`src/rtl/dmem_access_ctrl_pkg.sv`:
```
// Shared types and defaults for the data-memory access controller.
package dmem_access_ctrl_pkg;

    localparam int unsigned ADDR_W_DEF  = 32;
    localparam int unsigned DATA_W_DEF  = 32;
    localparam int unsigned TIMEOUT_DEF = 15;
    localparam int unsigned CNT_W       = 8;

    typedef enum logic [1:0] {
        ST_IDLE = 2'd0,
        ST_REQ  = 2'd1,
        ST_DONE = 2'd2
    } state_t;

    // Only word accesses exist, so any nonzero byte offset is misaligned.
    function automatic logic is_misaligned(input logic [1:0] lsb);
        return lsb != 2'b00;
    endfunction

endpackage

```
`src/rtl/dmem_access_ctrl_wait_timer.sv`:
```
// Counts REQ cycles and flags when the ack wait budget is used up.
module dmem_access_ctrl_wait_timer
    import dmem_access_ctrl_pkg::*;
#(
    parameter int unsigned TIMEOUT = TIMEOUT_DEF
) (
    input  logic clk_i,
    input  logic rst_i,
    input  logic clear_i,
    input  logic en_i,
    output logic expired_c
);

    logic [CNT_W-1:0] cnt;

    // Wait counter: cleared when a request is launched, advances while waiting.
    always_ff @(posedge clk_i or posedge rst_i) begin
        if (rst_i) begin
            cnt <= '0;
        end else if (clear_i) begin
            cnt <= '0;
        end else if (en_i) begin
            cnt <= cnt + CNT_W'(1);
        end
    end

    assign expired_c = (cnt == CNT_W'(TIMEOUT - 1));

endmodule

```
`src/rtl/dmem_access_ctrl.sv`:
```
// Turns MEM-stage loads/stores into one req/ack memory transaction and stalls the pipe meanwhile.
module dmem_access_ctrl
    import dmem_access_ctrl_pkg::*;
#(
    parameter int unsigned ADDR_W  = ADDR_W_DEF,
    parameter int unsigned DATA_W  = DATA_W_DEF,
    parameter int unsigned TIMEOUT = TIMEOUT_DEF
) (
    input  logic              clk_i,
    input  logic              rst_i,
    input  logic              MemRead_i,
    input  logic              MemWrite_i,
    input  logic [ADDR_W-1:0] addr_i,
    input  logic [DATA_W-1:0] wdata_i,
    output logic              stall_o,
    output logic [DATA_W-1:0] rdata_o,
    output logic              rdata_valid_o,
    output logic              err_o,
    output logic              mem_req_o,
    output logic              mem_we_o,
    output logic [ADDR_W-1:0] mem_addr_o,
    output logic [DATA_W-1:0] mem_wdata_o,
    input  logic              mem_ack_i,
    input  logic [DATA_W-1:0] mem_rdata_i
);

    state_t              state;
    state_t              state_nxt;
    logic                access_c;
    logic                illegal_c;
    logic                req_nxt;
    logic                valid_nxt;
    logic                err_nxt;
    logic [DATA_W-1:0]   rdata_nxt;
    logic                load_c;
    logic                timer_clr_c;
    logic                timer_en_c;
    logic                expired_c;

    assign access_c   = MemRead_i | MemWrite_i;
    assign illegal_c  = is_misaligned(addr_i[1:0]) | (MemRead_i & MemWrite_i);
    assign timer_en_c = (state == ST_REQ);

    dmem_access_ctrl_wait_timer #(
        .TIMEOUT   (TIMEOUT)
    ) u_wait_timer (
        .clk_i     (clk_i),
        .rst_i     (rst_i),
        .clear_i   (timer_clr_c),
        .en_i      (timer_en_c),
        .expired_c (expired_c)
    );

    // Next state, registered-output next values and the combinational stall.
    always_comb begin
        state_nxt   = state;
        req_nxt     = 1'b0;
        valid_nxt   = 1'b0;
        err_nxt     = 1'b0;
        rdata_nxt   = rdata_o;
        load_c      = 1'b0;
        timer_clr_c = 1'b0;
        stall_o     = 1'b0;
        case (state)
            ST_IDLE: begin
                stall_o = access_c;
                if (access_c) begin
                    if (illegal_c) begin
                        // Rejected without touching memory; load data is zeroed on any error.
                        state_nxt = ST_DONE;
                        err_nxt   = 1'b1;
                        rdata_nxt = '0;
                    end else begin
                        state_nxt   = ST_REQ;
                        req_nxt     = 1'b1;
                        load_c      = 1'b1;
                        timer_clr_c = 1'b1;
                    end
                end
            end
            ST_REQ: begin
                stall_o = 1'b1;
                if (mem_ack_i) begin
                    state_nxt = ST_DONE;
                    if (!mem_we_o) begin
                        valid_nxt = 1'b1;
                        rdata_nxt = mem_rdata_i;
                    end
                end else if (expired_c) begin
                    state_nxt = ST_DONE;
                    err_nxt   = 1'b1;
                    rdata_nxt = '0;
                end else begin
                    req_nxt = 1'b1;
                end
            end
            ST_DONE: begin
                // Inputs still belong to the retiring instruction; never start here.
                state_nxt = ST_IDLE;
            end
            default: begin
                state_nxt = ST_IDLE;
            end
        endcase
    end

    // State and output registers; reset drops an in-flight request immediately.
    always_ff @(posedge clk_i or posedge rst_i) begin
        if (rst_i) begin
            state         <= ST_IDLE;
            mem_req_o     <= 1'b0;
            mem_we_o      <= 1'b0;
            mem_addr_o    <= '0;
            mem_wdata_o   <= '0;
            rdata_o       <= '0;
            rdata_valid_o <= 1'b0;
            err_o         <= 1'b0;
        end else begin
            state         <= state_nxt;
            mem_req_o     <= req_nxt;
            rdata_o       <= rdata_nxt;
            rdata_valid_o <= valid_nxt;
            err_o         <= err_nxt;
            if (load_c) begin
                mem_we_o    <= MemWrite_i;
                mem_addr_o  <= addr_i;
                mem_wdata_o <= wdata_i;
            end
        end
    end

endmodule

```
`config.mk`:
```
export PLATFORM = sky130hd
export DESIGN_NAME = dmem_access_ctrl
export DESIGN_NICKNAME = d
export VERILOG_FILES = /design/src/rtl/dmem_access_ctrl_pkg.sv /design/src/rtl/dmem_access_ctrl_wait_timer.sv /design/src/rtl/dmem_access_ctrl.sv
export SDC_FILE = /design/constraint.sdc
export NUM_CORES = 1
export LEC_CHECK = 0
export BUFFER_PORTS_ARGS = -buffer_cell sky130_fd_sc_hd__clkbuf_2
export CAP_MARGIN = 20
export CORE_MARGIN = 2
export CORE_UTILIZATION = 37
export CTS_BUF_LIST = sky130_fd_sc_hd__clkbuf_2 sky130_fd_sc_hd__clkbuf_4 sky130_fd_sc_hd__clkbuf_8
export CTS_CLUSTER_DIAMETER = 200
export CTS_CLUSTER_SIZE = 10
export DETAILED_ROUTE_END_ITERATION = 10
export GPL_ROUTABILITY_DRIVEN = 0
export PLACE_DENSITY = 0.65
export SLEW_MARGIN = 15
export SYNTH_ARGS = -nofsm -noshare
export SYNTH_HDL_FRONTEND = slang
export SYNTH_SLANG_ARGS = --single-unit
export TNS_END_PERCENT = 30
```
`constraint.sdc`:
```
create_clock -name clk_i -period 4.9 [get_ports clk_i]
set_input_delay 0 -clock clk_i [delete_from_list [all_inputs] [get_ports clk_i]]
set_output_delay 0 -clock clk_i [all_outputs]
set_load 0.01 [all_outputs]
```
---- Word-level counts from Yosys, hierarchy flattened ----
Index checks and enable logic that the tools add are counted.
cells by class
  add/subtract/negate cells ............... 1
  equality and inequality tests ........... 6
  multiplexer cells ....................... 28
  bitwise operators ....................... 3
  reduce and logical (&&, ||, !) cells .... 6
operators with widths
  operator             count
  $mux 32              5
  $pmux 32 s2          1
  $mux 8               2
  $mux 1               12
  $add 8x1->8 const B  1
  $eq 8x4->1 const B   1
  $mux 2               4
  $pmux 1 s2           3
  $reduce_bool 2->1    3
  $reduce_and 5->1     1
  $ne 2x2->1 const B   2
  $pmux 2 s2           1
  $ne 3x2->1 const B   1
  $ne 3x3->1 const B   1
  $eq 2x1->1 const B   1
  $logic_not 2->1      1
  $or 1x1->1           2
  $reduce_and 2->1     1
  $and 1x1->1          1
storage, ports and cells
  bits in registers ....................... 110
  bits of input ports ..................... 101
  output and inout port bits .............. 101

---- Longest topological paths before layout ----
Gate-level depths: netlist of run 1.
  depth in word-level cells ............... 6
  depth in mapped cells ................... 7
  gate-level depth less buffers ........... 6

---- By module ----
From an unflattened synthesis of run 1, not the netlist that was laid out.
unflattened totals
  cell total of the unflattened synthesis .. 283
  area total of the unflattened synthesis .. 4296.6 µm²
by module, submodules not included
  module                       times used  cells an instance  area each (µm²)  sequential area each (µm²)
  dmem_access_ctrl             1           241                3870.0           2552.4
  dmem_access_ctrl_wait_timer  1           42                 426.7            200.2

---- Worst setup path after synthesis of run 1 ----
No wires, ideal clock.
  kind .................................... register to register
  start ................................... reg u_wait_timer.cnt[0]
  end ..................................... reg rdata_o[0]
  setup time .............................. 0.079 ns
  data arrival time ....................... 2.118 ns
  data required time ...................... 4.821 ns
  path slack .............................. 2.703 ns
  cell stages (with the launch flop) ...... 8
  path buffers ............................ 1
  period minus slack after synthesis ...... 2.197 ns
  cells stage by stage .................... dfrtp_1 -> inv_1 -> ha_1 -> or4b_1 -> or4_4 -> a21oi_4 -> buf_12 -> mux2i_1
on the way
  word-level cells in the longest chain between the ends .. 3
RTL lines
  what                        line                               RTL
  start: declaration          dmem_access_ctrl_wait_timer.sv:14  logic [CNT_W-1:0] cnt;
  start signal: assignment    dmem_access_ctrl_wait_timer.sv:23  cnt <= cnt + CNT_W'(1);
  $eq 8x4->1                  dmem_access_ctrl_wait_timer.sv:27  assign expired_c = (cnt == CNT_W'(TIMEOUT - 1));
  $ne 3x2->1 (no line)        -
  $reduce_and 5->1 (no line)  -
  end signal: assignment      dmem_access_ctrl.sv:121            rdata_o <= rdata_nxt;
  end: declaration            dmem_access_ctrl.sv:16             output logic [DATA_W-1:0] rdata_o,
No other way between the ends.
A chain may end at the register's enable or synchronous reset.

---- Worst setup path after layout of run 1 ----
  start ................................... reg u_wait_timer.cnt[0]
  end ..................................... reg rdata_o[14]
Same word-level chain as after synthesis.

==> results.json, run 1 <==
{
  "finalHoldViolCount": 0,
  "place.port_buffers": 201,
  "worst_setup_path_end_kind": "register",
  "synth.net_count": 575,
  "sw_frac_of_total": 0.334,
  "floorplan.die_area_um2": 13100,
  "ys_warn_count": 0,
  "routed_wl_mm": 12.0,
  "remaining_drc_errors": 0,
  "tritoncts_num_sinks": 110,
  "chipWidth_um": 114,
  "crit_fanout": 19,
  "yosys.area_share.simple": 0.223,
  "cts_repair_resize_count": 0,
  "post-route-min-period_ns": 2.86,
  "synth-xor-area-share": 0.0136,
  "clock_h_tree_levels": 3,
  "min-delay-path-class": "input port to async pin",
  "first_global_vias": 4239,
  "run_status": "finished clean",
  "comb_power_share": 0.302,
  "relSlewSlack": 0.369,
  "commonest_cells_after_routing_fill_and_taps_aside": "225 x sky130_fd_sc_hd__nand2_1, 201 x sky130_fd_sc_hd__clkbuf_2, 110 x sky130_fd_sc_hd__dfrtp_1, 98 x sky130_fd_sc_hd__dlygate4sd3_1, 35 x sky130_fd_sc_hd__inv_1",
  "gr-usage-all-layers": 0.186,
  "power.static_leakage_nw": 3.70,
  "r2r_cells": 7,
  "grt.overflow.total": 0,
  "cts_inserted_buffers": 9,
  "synth_adder_area_share": 0.00555,
  "detailed_place_hpwl_mm": 7.36,
  "io_pins": 202,
  "final.period_utilization": 0.583,
  "crit_path_start_kind": "register",
  "row_count": 40,
  "worst-setup-path-type": "register to register",
  "max_cap_viol_count": 0,
  "grt_setup_unrepaired": "no",
  "ant_nets": 0,
  "net_count_final": 866,
  "intPower_mw": 1.68,
  "syn-instance-count": 472,
  "power.sequential.fraction": 0.506,
  "synth-compound-area-share": 0.0158,
  "cts.path.max_buffers": 2,
  "post_detailed_route_wirelength_per_cell_um": 13.2,
  "power_frac_clock": 0.192,
  "yosys.area.top_type": "sky130_fd_sc_hd__dfrtp_1",
  "clkSlewWorstSetupHoldPaths_ns": 0.09,
  "synthDistinctLibCells": 30,
  "synth_top_area_share": 0.610,
  "dr.pass1.iters": 4,
  "yosys-mux-area-fraction": 0.0710,
  "synth.cell_area_um2": 4510,
  "yosys_register_bits": 110,
  "first_iteration_detailed_routing_drc_count": 243,
  "leading_cell_type_in_the_layout_fill_and_taps_excluded": "sky130_fd_sc_hd__nand2_1",
  "yosysSeqAreaShare": 0.610,
  "avgViaCountPerCell": 4.48,
  "clockRootBuffer": "sky130_fd_sc_hd__clkbuf_8",
  "fp.coreArea_um2": 12000,
  "slew_violations": 0,
  "number_of_antenna_violations_at_the_first_check_in_global_routing": 0,
  "clock_tree_from_tritoncts": "yes",
  "timing.setup.tns_ns": 0,
  "syn2layout_area_growth_pct": 49.8,
  "post_route_cells_drive_above_1_share": 0.294,
  "report.power.total_mw": 2.52,
  "synth_top_family_by_area": "simple AND/OR/NAND/NOR gates",
  "finalClockSkew_ns": 0.00688,
  "power-per-cell-area_nw_per_um2": 373,
  "routed-via-count": 4092,
  "grt_start_max_net_pins": 77,
  "worst-endpoint-arrival_ns": 3.13,
  "final.fill_count": 1006,
  "synth.top_cells.by_area": "sky130_fd_sc_hd__dfrtp_1 61%, sky130_fd_sc_hd__nand2_1 19%, sky130_fd_sc_hd__mux2i_1 7.1%, sky130_fd_sc_hd__inv_1 3.0%, sky130_fd_sc_hd__clkbuf_1 1.5%",
  "tightest_slew_ns": 0.947,
  "vdd.ir_drop.worst_uv": 218,
  "cp_data_required_time_ns": 5.17,
  "timing.final.setup_violations": 0,
  "floorplan.initialDensity": 0.377,
  "max_freq_mhz": 350,
  "p_switching_mw": 0.840,
  "floorplan.die.height_um": 114,
  "clock_latency_ns": 0.36,
  "grt_pass1_wl_mm": 19.4,
  "synthesis.area_per_instance_um2": 9.56
}
## cell usage after synthesis, drive strengths merged
cell	n
nand2	226
dfrtp	110
inv	36
mux2i	32
clkbuf	18
nor2	8
xor2	6
buf	5
a21oi	4
and2	4
nand4	4
and3	2
ha	2
nor2b	2
or4	2
a2111oi	1
a211oi	1
a21boi	1
nand2b	1
nor3	1
nor4	1
o211ai	1
o311ai	1
or3	1
or4b	1
xnor2	1
## path summary, 6_finish.rpt
path	startpoint	endpoint	slack (ns)
worst min register to register	mem_addr_o[23]	mem_addr_o[23]	0.48
min in group clk_i	MemRead_i	err_o	0.28
max in group asynchronous	rst_i	mem_addr_o[11]	3.41
worst max-delay path	u_wait_timer.cnt[0]	rdata_o[14]	2.04
worst min-delay path	rst_i	rdata_o[11]	0.18
worst max register to register	u_wait_timer.cnt[0]	rdata_o[14]	2.04
## layout make-up
cell class                 instances  area [µm²]  area share
sequential                       110        2750       0.407
antenna                            1        2.50    0.000370
timing repair buffer             303        2020       0.300
tap                              147         184      0.0272
clock buffer                      12         153      0.0226
multi-input combinational        303        1490       0.221
inverter                          36         138      0.0204
clock inverter                     2        10.0     0.00148
## power by group through the flow
| stage | combinational (mW) | clock [mW] | sequential (mW) |
|---|---|---|---|
| after floorplan | 0.297 | 0 | 1.37 |
| after global placement | 0.687 | 0 | 1.28 |
| after detailed placement | 0.702 | 0 | 1.29 |
| after CTS | 0.762 | 0.514 | 1.27 |
| after global routing | 0.850 | 0.550 | 1.30 |
| final | 0.761 | 0.483 | 1.27 |
## sequential cells by signal (all words and copies together) (netlist names)
signal            cells
mem_addr_o           32
u_wait_timer.cnt      8
state                 2
mem_we_o              1
rdata_valid_o         1
mem_wdata_o          32
rdata_o              32
mem_req_o             1
err_o                 1
## metrics by stage
| stage | std cells | hold slack, ns | utilization | setup slack (ns) | area, µm² |
|---|---|---|---|---|---|
| 6_report | 914 | 0.177 | 0.565 | 2.04 | 6760 |
| 2_1_floorplan | 472 | 0.105 | - | 2.00 | 4510 |
| 3_3_place_gp | 800 | 0.0236 | 0.467 | 2.16 | 5590 |
| 3_5_place_dp | 800 | 0.0352 | 0.468 | 2.07 | 5600 |
| 5_1_grt | 913 | 0.188 | 0.565 | 1.86 | 6760 |
| 4_1_cts | 912 | 0.168 | 0.563 | 2.04 | 6740 |
## repair_timing
action,CTS,global route
setup endpoints to repair,0,0
hold buffers,98,0
hold endpoints to repair,131,0
buffers inserted,0,0
## layer usage
layer  GRT usage  part of all wire  vias to the layer above
li1            -                 -                     2016
met5           0                 0                        -
met2       0.317              0.48                      168
met1       0.215              0.41                     1878
met4      0.0927             0.028                        0
met3      0.0535             0.076                       30
## worst max-delay path: stages (launching register included)
cell and delay, ns:
sky130_fd_sc_hd__dfrtp_1 0.44, sky130_fd_sc_hd__inv_1 0.08, sky130_fd_sc_hd__ha_1 0.13, sky130_fd_sc_hd__or4b_1 0.45, sky130_fd_sc_hd__or4_4 0.46, sky130_fd_sc_hd__a21oi_4 0.52
sky130_fd_sc_hd__buf_4 0.42, sky130_fd_sc_hd__mux2i_1 0.28
## kinds of logic after synthesis
family,Yosys count
XOR/XNOR,7
flip-flops,110
adder cells (fa/ha/maj),2
AND/OR/NAND/NOR,253
AO/OA/AOI/OAI,9
buffers and inverters,59
multiplexers,32
Note: power is estimated with default switching activity, not from simulation.
==> inputs of run 2 (changes only) <==
ABC_AREA = 1   (was default)
PLACE_DENSITY = default   (was 0.65)
clock period = 2.9 ns   (was 4.9 ns; I/O delays follow)
==> run 2 against run 1 <==
Power grew 85%. Final area is 3.8% higher. Maximum frequency is 36% higher. Critical endpoint is now mem_wdata_o[17]. Largest power group unchanged.
==> results.json, run 2 <==
{
  "fp.coreArea_um2": 12600,
  "commonest_cells_after_routing_fill_and_taps_aside": "311 x sky130_fd_sc_hd__nand2_1, 201 x sky130_fd_sc_hd__clkbuf_2, 110 x sky130_fd_sc_hd__dfrtp_1, 97 x sky130_fd_sc_hd__dlygate4sd3_1, 47 x sky130_fd_sc_hd__nor2_1",
  "report.power.total_mw": 4.66,
  "p_switching_mw": 1.72,
  "net_count_final": 967,
  "ys_warn_count": 0,
  "post-cts-setup-buffers": 0,
  "remaining_drc_errors": 0,
  "clockRootBuffer": "sky130_fd_sc_hd__clkbuf_8",
  "synthesis.area_per_instance_um2": 8.21,
  "timing.reg2reg.setup_slack_ns": 0.80,
  "dr.pass1.iters": 4,
  "power-per-cell-area_nw_per_um2": 664,
  "power.sequential.fraction": 0.485,
  "routed-via-count": 4766,
  "power.static_leakage_nw": 3.98,
  "grt_start_max_net_pins": 67,
  "place.port_buffers": 201,
  "ant_nets": 0,
  "clock_tree_from_tritoncts": "yes",
  "critical_path.cell_chain": "inv_1 -> nand2_1 -> nor2_1 -> nand2_2 -> inv_2 -> buf_4 -> nand2_1 -> nand2_1",
  "final-seq-area_um2": 2750,
  "syn2layout_area_growth_pct": 46.8,
  "largest_delay_contributor_family_on_the_critical_path": "simple AND/OR/NAND/NOR gates",
  "syn-instance-count": 582,
  "critical-path-top-cell-by-count": "sky130_fd_sc_hd__nand2_1",
  "final.period_utilization": 0.725,
  "yosysSeqAreaShare": 0.576,
  "max_freq_mhz": 476,
  "timing.final.setup_violations": 0,
  "power_frac_clock": 0.184,
  "hold_path_startpoint": "addr_i[1]",
  "grt_setup_unrepaired": "no",
  "avgViaCountPerCell": 4.58,
  "post_route_cells_drive_above_1_share": 0.268,
  "hold_path_end": "mem_we_o",
  "floorplan.die.height_um": 118,
  "synth_cell_count_leaders": "312 x sky130_fd_sc_hd__nand2_1, 110 x sky130_fd_sc_hd__dfrtp_1, 47 x sky130_fd_sc_hd__nor2_1, 37 x sky130_fd_sc_hd__nand4_1, 17 x sky130_fd_sc_hd__buf_2",
  "intPower_mw": 2.93,
  "endpoint_of_the_most_critical_register_to_register_path": "mem_wdata_o[17]",
  "synth_most_common_cell": "sky130_fd_sc_hd__nand2_1",
  "synth_ff_type": "sky130_fd_sc_hd__dfrtp_1",
  "synth.net_count": 685,
  "vdd.ir_drop.worst_uv": 395,
  "grt_pass1_wl_mm": 23.1,
  "gr-usage-all-layers": 0.202,
  "cp_data_required_time_ns": 3.22,
  "largestRegisters": "mem_addr_o x32, mem_wdata_o x32, rdata_o x32",
  "diodes": 0,
  "cts_inserted_buffers": 9,
  "tritoncts_num_sinks": 110,
  "worst-setup-path-type": "register to register",
  "finalHoldWorstSlack_ns": 0.0297,
  "critical_path_buf_inv_count": 3,
  "synth.cell_area_um2": 4780,
  "cts.path.max_buffers": 2,
  "post-route-min-period_ns": 2.10,
  "clock_latency_ns": 0.38,
  "timing.setup.tns_ns": 0,
  "crit_fanout": 66,
  "place_inst": 928,
  "synthDistinctLibCells": 22,
  "r2r_cells": 8,
  "cts.hold.buffers_added": 97,
  "worst-endpoint-arrival_ns": 2.42,
  "yosys.area.top_type": "sky130_fd_sc_hd__dfrtp_1",
  "routed_wl_mm": 13.7,
  "multiInputGateArea_um2": 1760,
  "postSynth.asyncResetShare": 1.00,
  "grt.overflow.total": 0,
  "io_pins": 202,
  "detailed_place_hpwl_mm": 8.54,
  "run_status": "finished clean",
  "tightest_slew_ns": 0.721,
  "clock_h_tree_levels": 3,
  "min_path_cells": 6,
  "min-delay-path-class": "input port to register",
  "chipWidth_um": 118,
  "finalHoldViolCount": 0,
  "worst_r2r_startpoint": "state[0]",
  "synth.top_cells.by_area": "sky130_fd_sc_hd__dfrtp_1 58%, sky130_fd_sc_hd__nand2_1 25%, sky130_fd_sc_hd__nand4_1 4.8%, sky130_fd_sc_hd__nor2_1 3.7%, sky130_fd_sc_hd__buf_2 1.8%",
  "count_of_flip_flops_with_a_built_in_enable_after_synthesis": 0,
  "max_cap_viol_count": 0,
  "floorplan.initialDensity": 0.379,
  "yosys_register_bits": 110,
  "relSlewSlack": 0.519,
  "synth_top_area_share": 0.576,
  "row_count": 41,
  "cts_repair_resize_count": 0,
  "clkSlewWorstSetupHoldPaths_ns": 0.11,
  "finalClockSkew_ns": 0.0134,
  "worst_setup_path_end_kind": "register",
  "slew_violations": 0,
  "leading_cell_type_in_the_layout_fill_and_taps_excluded": "sky130_fd_sc_hd__nand2_1",
  "critical_path.max_stage_delay_ns": 0.54,
  "instances_no_fill": 1040,
  "final.fill_count": 1140,
  "number_of_antenna_violations_at_the_first_check_in_global_routing": 0,
  "post_detailed_route_wirelength_per_cell_um": 13.1,
  "comb_power_share": 0.331,
  "crit_path_start_kind": "register",
  "cp_slowest_cell": "sky130_fd_sc_hd__buf_4",
  "first_global_vias": 4883,
  "first_iteration_detailed_routing_drc_count": 367,
  "sw_frac_of_total": 0.370,
  "floorplan.die_area_um2": 13800
}
## run 2: per-stage QoR
stage	setup slack, ns	cell area [µm²]	util
after floorplan	1.42	4780	-
after global placement	0.873	5870	0.465
after detailed placement	0.812	5870	0.465
after CTS	0.806	7020	0.556
after global routing	0.554	7020	0.556
final	0.798	7020	0.556
## run 2: layout make-up
cell class              instances  area share
clock inverters                 6     0.00678
clock buffers                   9      0.0177
inverters                      18      0.0102
repair buffers                306       0.292
multi-input cells             419       0.250
well taps                     172      0.0307
flip-flops and latches        110       0.392
## run 2: layer usage
layer / GRT usage / share of wire / vias up
met4: 0.0745 / 0.019 / 0
met5: 0 / 0 / -
met3: 0.0446 / 0.073 / 17
li1: - / - / 2361
met1: 0.270 / 0.44 / 2185
met2: 0.323 / 0.47 / 203
## run 2: worst reg2reg max path: cells and delay by family, from the launching register on
| family | cells | cell delay, ns |
|---|---|---|
| DFF | 1 | 0.39 |
| and+or+nand+nor | 5 | 0.94 |
| buffers and inverters | 3 | 0.73 |
## run 2: worst max-delay path by stage
stage | cells past startpoint | from | to | slack [ns]
final | 8 | state[0] | mem_wdata_o[17] | 0.80
after CTS | 8 | state[0] | mem_addr_o[13] | 0.81
after global routing | 8 | state[0] | mem_wdata_o[7] | 0.55
after detailed placement | 8 | state[0] | mem_addr_o[10] | 0.81
after floorplan | 8 | u_wait_timer.cnt[0] | rdata_o[0] | 1.42
after global placement | 8 | state[0] | mem_addr_o[6] | 0.87
## run 2: logic make-up (layout without fill, tap and decap cells)
family	after synthesis	count (layout)	share of synthesized area
compound gates	7	7	0.00995
simple gates	408	408	0.348
fa+ha+maj	2	2	0.00523
flops	110	110	0.576
buf+inv	53	339	0.0571
xor+xnor	2	2	0.00367
## run 2: power by group through the flow
stage	Clock [mW]	Combinational [mW]	Sequential [mW]
global placement	0	1.43	2.25
detailed placement	0	1.45	2.26
finish	0.855	1.54	2.26
floorplan	0	0.616	2.44
global route	0.941	1.73	2.32
CTS	0.880	1.54	2.25
